`src/rtl/correlator_sweep_controller.sv`:
```
// correlator_sweep_controller
// Steps the 8-lane correlator through a sweep of code-delay bins. For each bin
// it loads the PRBS offset, clears and runs one integration, then streams the
// captured |corr|^2 over a valid/ready port.
// Optional build macro CORR_SWEEP_PEAK_EN adds peak_valid/peak_bin/peak_magnitude
// tracking of the strongest bin in the sweep.
module correlator_sweep_controller #(
  parameter int CODE_ADDR_WIDTH = 16,
  parameter int OUTPUT_WIDTH    = 32,
  parameter int BIN_WIDTH       = 10,
  parameter int TIMEOUT_WIDTH   = 24
) (
  input  logic                       clk,
  input  logic                       rst_n,
  input  logic                       sweep_start,
  input  logic                       sweep_abort,
  input  logic [BIN_WIDTH-1:0]       cfg_num_bins,
  input  logic [CODE_ADDR_WIDTH-1:0] cfg_bin_step,
  input  logic [CODE_ADDR_WIDTH-1:0] cfg_code_length,
  input  logic [TIMEOUT_WIDTH-1:0]   cfg_timeout,
  output logic [CODE_ADDR_WIDTH-1:0] code_offset,
  output logic                       code_load,
  output logic                       corr_cfg_enable,
  output logic                       corr_cfg_clear,
  output logic [CODE_ADDR_WIDTH-1:0] corr_cfg_code_length,
  input  logic                       corr_valid,
  input  logic [OUTPUT_WIDTH-1:0]    corr_magnitude_sq,
  input  logic                       overflow_detected,
  output logic                       res_valid,
  input  logic                       res_ready,
  output logic [BIN_WIDTH-1:0]       res_bin,
  output logic [OUTPUT_WIDTH-1:0]    res_magnitude,
  output logic                       res_overflow,
  output logic                       sweep_busy,
  output logic                       sweep_done,
  output logic                       timeout_error
`ifdef CORR_SWEEP_PEAK_EN
  ,
  output logic                       peak_valid,
  output logic [BIN_WIDTH-1:0]       peak_bin,
  output logic [OUTPUT_WIDTH-1:0]    peak_magnitude
`endif
);

  typedef enum logic [2:0] {IDLE, LOAD, RUN, EMIT, DONE} state_t;

  state_t                     state;
  logic [BIN_WIDTH-1:0]       num_bins_q;
  logic [BIN_WIDTH-1:0]       bin;
  logic [CODE_ADDR_WIDTH-1:0] step_q;
  logic [TIMEOUT_WIDTH-1:0]   timeout_q;
  logic [TIMEOUT_WIDTH-1:0]   watchdog;
  logic [CODE_ADDR_WIDTH:0]   offset_sum;
  logic [CODE_ADDR_WIDTH:0]   length_ext;
  logic [CODE_ADDR_WIDTH-1:0] next_offset;
  logic                       last_bin;
  logic                       watchdog_expired;
`ifdef CORR_SWEEP_PEAK_EN
  logic                       any_result;
`endif

  // Next-bin offset with wrap, last-bin and watchdog-expiry decodes.
  // NOTE: every variable here is assigned on every pass, so no latch can be inferred.
  always_comb begin
    offset_sum       = {1'b0, code_offset} + {1'b0, step_q};
    length_ext       = {1'b0, corr_cfg_code_length};
    next_offset      = (offset_sum >= length_ext) ? CODE_ADDR_WIDTH'(offset_sum - length_ext)
                                                  : CODE_ADDR_WIDTH'(offset_sum);
    last_bin         = (bin == num_bins_q - BIN_WIDTH'(1));
    watchdog_expired = (timeout_q != '0) && (watchdog == timeout_q - TIMEOUT_WIDTH'(1));
  end

  // Sweep sequencer: state, latched config and all registered outputs.
  // NOTE: state is updated with non-blocking assignments so every branch sees pre-edge values.
  always_ff @(posedge clk) begin
    if (!rst_n) begin
      state                <= IDLE;
      num_bins_q           <= '0;
      bin                  <= '0;
      step_q               <= '0;
      timeout_q            <= '0;
      watchdog             <= '0;
      code_offset          <= '0;
      code_load            <= 1'b0;
      corr_cfg_enable      <= 1'b0;
      corr_cfg_clear       <= 1'b0;
      corr_cfg_code_length <= '0;
      res_valid            <= 1'b0;
      res_bin              <= '0;
      res_magnitude        <= '0;
      res_overflow         <= 1'b0;
      sweep_busy           <= 1'b0;
      sweep_done           <= 1'b0;
      timeout_error        <= 1'b0;
`ifdef CORR_SWEEP_PEAK_EN
      any_result           <= 1'b0;
      peak_valid           <= 1'b0;
      peak_bin             <= '0;
      peak_magnitude       <= '0;
`endif
    end else begin
      code_load      <= 1'b0;
      corr_cfg_clear <= 1'b0;
      sweep_done     <= 1'b0;
      if (state != IDLE && sweep_abort) begin
        // Abort wins over everything: drop to idle and discard any pending result.
        state                <= IDLE;
        bin                  <= '0;
        watchdog             <= '0;
        code_offset          <= '0;
        corr_cfg_enable      <= 1'b0;
        corr_cfg_code_length <= '0;
        res_valid            <= 1'b0;
        res_bin              <= '0;
        res_magnitude        <= '0;
        res_overflow         <= 1'b0;
        sweep_busy           <= 1'b0;
`ifdef CORR_SWEEP_PEAK_EN
        any_result           <= 1'b0;
        peak_valid           <= 1'b0;
        peak_bin             <= '0;
        peak_magnitude       <= '0;
`endif
      end else begin
        case (state)
          IDLE: begin
            if (sweep_start) begin
              num_bins_q           <= cfg_num_bins;
              step_q               <= cfg_bin_step;
              corr_cfg_code_length <= cfg_code_length;
              timeout_q            <= cfg_timeout;
              bin                  <= '0;
              code_offset          <= '0;
              watchdog             <= '0;
              timeout_error        <= 1'b0;
              sweep_busy           <= 1'b1;
`ifdef CORR_SWEEP_PEAK_EN
              any_result           <= 1'b0;
              peak_valid           <= 1'b0;
              peak_bin             <= '0;
              peak_magnitude       <= '0;
`endif
              if (cfg_num_bins == '0) begin
                state      <= DONE;
                sweep_done <= 1'b1;
              end else begin
                state          <= LOAD;
                code_load      <= 1'b1;
                corr_cfg_clear <= 1'b1;
              end
            end
          end
          LOAD: begin
            state           <= RUN;
            corr_cfg_enable <= 1'b1;
          end
          RUN: begin
            if (corr_valid) begin
              state           <= EMIT;
              corr_cfg_enable <= 1'b0;
              res_valid       <= 1'b1;
              res_bin         <= bin;
              res_magnitude   <= corr_magnitude_sq;
              res_overflow    <= overflow_detected;
            end else if (watchdog_expired) begin
              state           <= DONE;
              corr_cfg_enable <= 1'b0;
              timeout_error   <= 1'b1;
              sweep_done      <= 1'b1;
`ifdef CORR_SWEEP_PEAK_EN
              peak_valid      <= any_result;
`endif
            end else begin
              watchdog <= watchdog + TIMEOUT_WIDTH'(1);
            end
          end
          EMIT: begin
            if (res_ready) begin
              res_valid <= 1'b0;
`ifdef CORR_SWEEP_PEAK_EN
              any_result <= 1'b1;
              if (res_magnitude > peak_magnitude) begin
                peak_magnitude <= res_magnitude;
                peak_bin       <= res_bin;
              end
`endif
              if (last_bin) begin
                state      <= DONE;
                sweep_done <= 1'b1;
`ifdef CORR_SWEEP_PEAK_EN
                peak_valid <= 1'b1;
`endif
              end else begin
                state          <= LOAD;
                bin            <= bin + BIN_WIDTH'(1);
                code_offset    <= next_offset;
                watchdog       <= '0;
                code_load      <= 1'b1;
                corr_cfg_clear <= 1'b1;
              end
            end
          end
          DONE: begin
            state      <= IDLE;
            sweep_busy <= 1'b0;
          end
          default: state <= IDLE;
        endcase
      end
    end
  end

endmodule

```
`config.mk`:
```
export PLATFORM = sky130hd
export DESIGN_NAME = correlator_sweep_controller
export DESIGN_NICKNAME = d
export VERILOG_FILES = /design/src/rtl/correlator_sweep_controller.sv
export SDC_FILE = /design/constraint.sdc
export NUM_CORES = 1
export LEC_CHECK = 0
export CAP_MARGIN = 0
export CORE_UTILIZATION = 50
export DETAILED_ROUTE_END_ITERATION = 10
export PLACE_DENSITY = 0.78
export SLEW_MARGIN = 15
export SYNTH_ARGS = -nofsm -noshare
export SYNTH_HDL_FRONTEND = slang
export SYNTH_SLANG_ARGS = --single-unit
```
`constraint.sdc`:
```
create_clock -name clk -period 5.6 [get_ports clk]
set_input_delay 0.56 -clock clk [delete_from_list [all_inputs] [get_ports clk]]
set_output_delay 0.56 -clock clk [all_outputs]
set_load 0.005 [all_outputs]
```
==> results.json <==
{
  "clock_latency_ns": 0.44,
  "startpoint_type": "register",
  "critPathTopFamily": "compound AO/OA/AOI/OAI gates",
  "clockBufferDepth": 2,
  "routed-via-count": 8780,
  "drc_errors": 16,
  "drt_first_pass_iters": 9,
  "r2r_setup_slack_ns": 0.71,
  "dp_hpwl_um": 17000,
  "grt_max_degree": 73,
  "path_buf_inv": 1,
  "hold_start": "res_magnitude[1]$_SDFFE_PP0P_",
  "crit_path_max_fanout": 16,
  "grt_pass1_vias": 8269,
  "layout.nets": 1486,
  "io_pins": 187,
  "die_h_um": 139,
  "setup_viol": 0,
  "area_growth_pct": 28.1,
  "core_area_sq_um": 18100,
  "avgSynthCellArea_sq_um": 7.84,
  "cp_slowest_cell": "a2111oi_0",
  "io_buffers": 186,
  "finalMaxSlewViolations": 0,
  "grt-ovfl-total": 0,
  "fin_skew_ns": 0.0149,
  "ctsResizeCount": 0,
  "vias_per_cell": 5.54,
  "clk_root_buffer_cell": "clkbuf_16",
  "p_switching_w": 0.00122,
  "worstPathArrival_ns": 5.24,
  "p_int_w": 0.00247,
  "hold_violations": 0,
  "period_share": 0.874,
  "critPathMaxStageDelay_ns": 0.57,
  "comb_power_share": 0.297,
  "synth_area_sq_um": 9340,
  "cts_tree": "yes",
  "holdCritPathClass": "reg2reg",
  "htree_levels": 4,
  "routed_wl_um": 23800,
  "clockPowerShare": 0.338,
  "p_per_area_nw_per_um2": 309,
  "ant_nets": 0,
  "seq_area_frac_synth": 0.360,
  "cts_num_sinks": 168,
  "place.gp.congestion": 0.905,
  "cts_buffers": 17,
  "criticalPathCategory": "reg2reg",
  "power_leakage_nw": 4.39,
  "async_flop_share": 0,
  "final_util": 0.659,
  "dr.first_iter.drc_count": 553,
  "syn_nets": 1335,
  "slew_headroom": 0.327,
  "yosys_most_used_dff": "dfxtp_1",
  "violations": "design-rule violations",
  "endpoint_kind": "register",
  "placementRows": 49,
  "ctsHoldBuffers": 0,
  "dieWidth_um": 139,
  "grt.total_usage": 0.249,
  "cap_violations": 0,
  "wire_per_inst_um": 15.0,
  "cp_data_required_time_ns": 5.94,
  "die_area_sq_um": 19200,
  "yosys_register_bits": 168,
  "outcome": "finished, violations left",
  "crit_start": "code_offset[4]$_SDFFE_PP0P_",
  "fin_crit_ns": 4.89,
  "grt_pass1_wl_um": 39500,
  "fmax_mhz": 204,
  "yosysWarnings": 0,
  "switching_share": 0.332,
  "drive_gt1_frac": 0.0472,
  "cts_setup_buffers": 0,
  "start_util": 0.515,
  "rsz0062_at_grt": "no",
  "crit_chain": "ha_1 > a2111oi_0 > a21oi_1 > o21ai_0 > a21oi_1 > or4_1 > and2_1 > ha_1 > nand2_1 > nor2_1 > nand3_1 > o31ai_1 > or3_1 > or3_1 > a22oi_1 > buf_4 > mux2_2 > o22ai_1",
  "synth_cells": 1191,
  "worst_hold_slack_ns": 0.452,
  "r2r-start": "code_offset[4]$_SDFFE_PP0P_",
  "power_frac_seq": 0.365,
  "cts.reportedPaths.clkPinSlew_ns": 0.07,
  "setup_tns_ns": 0,
  "synth.distinct_cells": 71,
  "antenna_found_initial": 1,
  "ir_drop_v": 0.000241,
  "tightest_slew_ns": 1.00,
  "synth-edff-count": 0
}
[routing by layer]
metal  global-route usage  share of wire  vias to the layer above
li1                     -              -                     4439
met1                0.305           0.44                     4061
met2                0.430           0.48                      236
met3               0.0573          0.055                       44
met4               0.0854          0.023                        0
met5                    0              0                        -
[synth_stat cells, types with 3 or more instances]
cell type / instances / share of area
and2_1: 4 / 0.0027
a211oi_1: 3 / 0.0024
a21oi_1: 99 / 0.053
or4_4: 3 / 0.0036
a31oi_1: 6 / 0.0040
o31ai_1: 11 / 0.0088
and4_1: 5 / 0.0047
a2111oi_0: 3 / 0.0028
o211ai_1: 10 / 0.0080
nand4_1: 10 / 0.0067
nor4_1: 24 / 0.016
nor4b_1: 5 / 0.0047
dfxtp_1: 168 / 0.36
o21a_1: 7 / 0.0056
a21o_1: 13 / 0.010
buf_2: 5 / 0.0027
mux2i_1: 29 / 0.031
nor3_1: 23 / 0.012
o2111ai_1: 3 / 0.0028
nand2_1: 293 / 0.12
inv_1: 40 / 0.016
xor2_1: 29 / 0.027
o21bai_1: 3 / 0.0024
or3_1: 5 / 0.0033
a21boi_0: 50 / 0.040
or4_1: 14 / 0.011
nor2b_1: 5 / 0.0033
nand3_1: 23 / 0.012
ha_1: 37 / 0.050
nand2b_1: 23 / 0.015
buf_1: 9 / 0.0036
nor2_1: 52 / 0.021
xnor2_1: 46 / 0.043
and3_1: 6 / 0.0040
clkbuf_1: 49 / 0.020
o21ai_0: 31 / 0.017
[flip-flops by register name (all words and copies together), names as in the netlist, 3 cells and up]
register / flops
step_q: 16
watchdog: 24
timeout_q: 24
num_bins_q: 10
state: 3
corr_cfg_code_length: 16
res_bin: 10
res_magnitude: 32
bin: 10
code_offset: 16
[path summary, 6_finish.rpt]
path / endpoint / depth (start not counted)
worst max-delay path: code_offset[1]$_SDFFE_PP0P_ / 18
worst max register to register: code_offset[1]$_SDFFE_PP0P_ / 18
worst min-delay path: res_magnitude[1]$_SDFFE_PP0P_ / 2
worst min register to register: res_magnitude[1]$_SDFFE_PP0P_ / 2
[logic make-up after synthesis]
| family | count (synthesis) | synth area share |
|---|---|---|
| and+or+nand+nor | 509 | 0.252 |
| AOI/OAI and AO/OA | 263 | 0.183 |
| DFF | 168 | 0.360 |
| buffers and inverters | 105 | 0.0441 |
| xor gates and xnor gates | 76 | 0.0727 |
| adders and majority gates | 39 | 0.0539 |
| muxes | 31 | 0.0335 |
[power groups by stage]
stage | combinational, W | sequential, W | clock (W)
after floorplan | 0.000780 | 0.00134 | 0
after global placement | 0.00107 | 0.00137 | 0
after detailed placement | 0.00108 | 0.00138 | 0
after CTS | 0.00109 | 0.00135 | 0.00126
after global routing | 0.00121 | 0.00136 | 0.00132
final | 0.00110 | 0.00135 | 0.00125
[worst register-to-register path, delay by kind of cell, from the launching register on]
kind | cells | cell delay, ns
flops | 1 | 0.32
buf+inv | 1 | 0.31
compound gates | 7 | 1.60
fa+ha+maj | 2 | 0.69
mux | 1 | 0.38
simple gates | 7 | 1.52
[placed cells by master, fill, tap and decap left out, drive strengths merged, types with 4 or more instances in the layout]
master / n
nor4: 24
and3: 6
and4: 5
nor4b: 5
buf: 11
or4: 17
nor3: 24
a2111oi: 5
o211ai: 10
xnor2: 46
nand4: 10
nor2b: 5
clkbuf: 18
o21a: 7
a21oi: 99
nand3: 23
dfxtp: 168
mux2i: 29
nor2: 52
a21boi: 50
or3: 5
clkdlybuf4s50: 186
ha: 37
a31oi: 6
and2: 4
xor2: 29
o21ai: 33
nand2b: 23
a21o: 13
o31ai: 11
nand2: 294
inv: 47
[stage by stage]
stage | setup slack [ns] | area [sq um] | std cells | total power [W]
floorplan | 0.819 | 9340 | 1191 | 0.00212
global placement | 0.907 | 11300 | 1552 | 0.00244
detailed placement | 0.784 | 11300 | 1552 | 0.00246
CTS | 0.760 | 12000 | 1584 | 0.00371
global route | 0.333 | 12000 | 1584 | 0.00389
finish | 0.707 | 12000 | 1585 | 0.00369
[final cells by class]
type,instances,area (sq um)
Fill cell,1556,6190
Multi-Input combinational cell,918,5600
Sequential cell,168,3360
Timing Repair Buffer,197,1940
Clock buffer,18,429
Tap cell,229,287
Clock inverter,14,185
Inverter,40,150
Antenna cell,1,2.50
(Power assumes the default switching activity.)
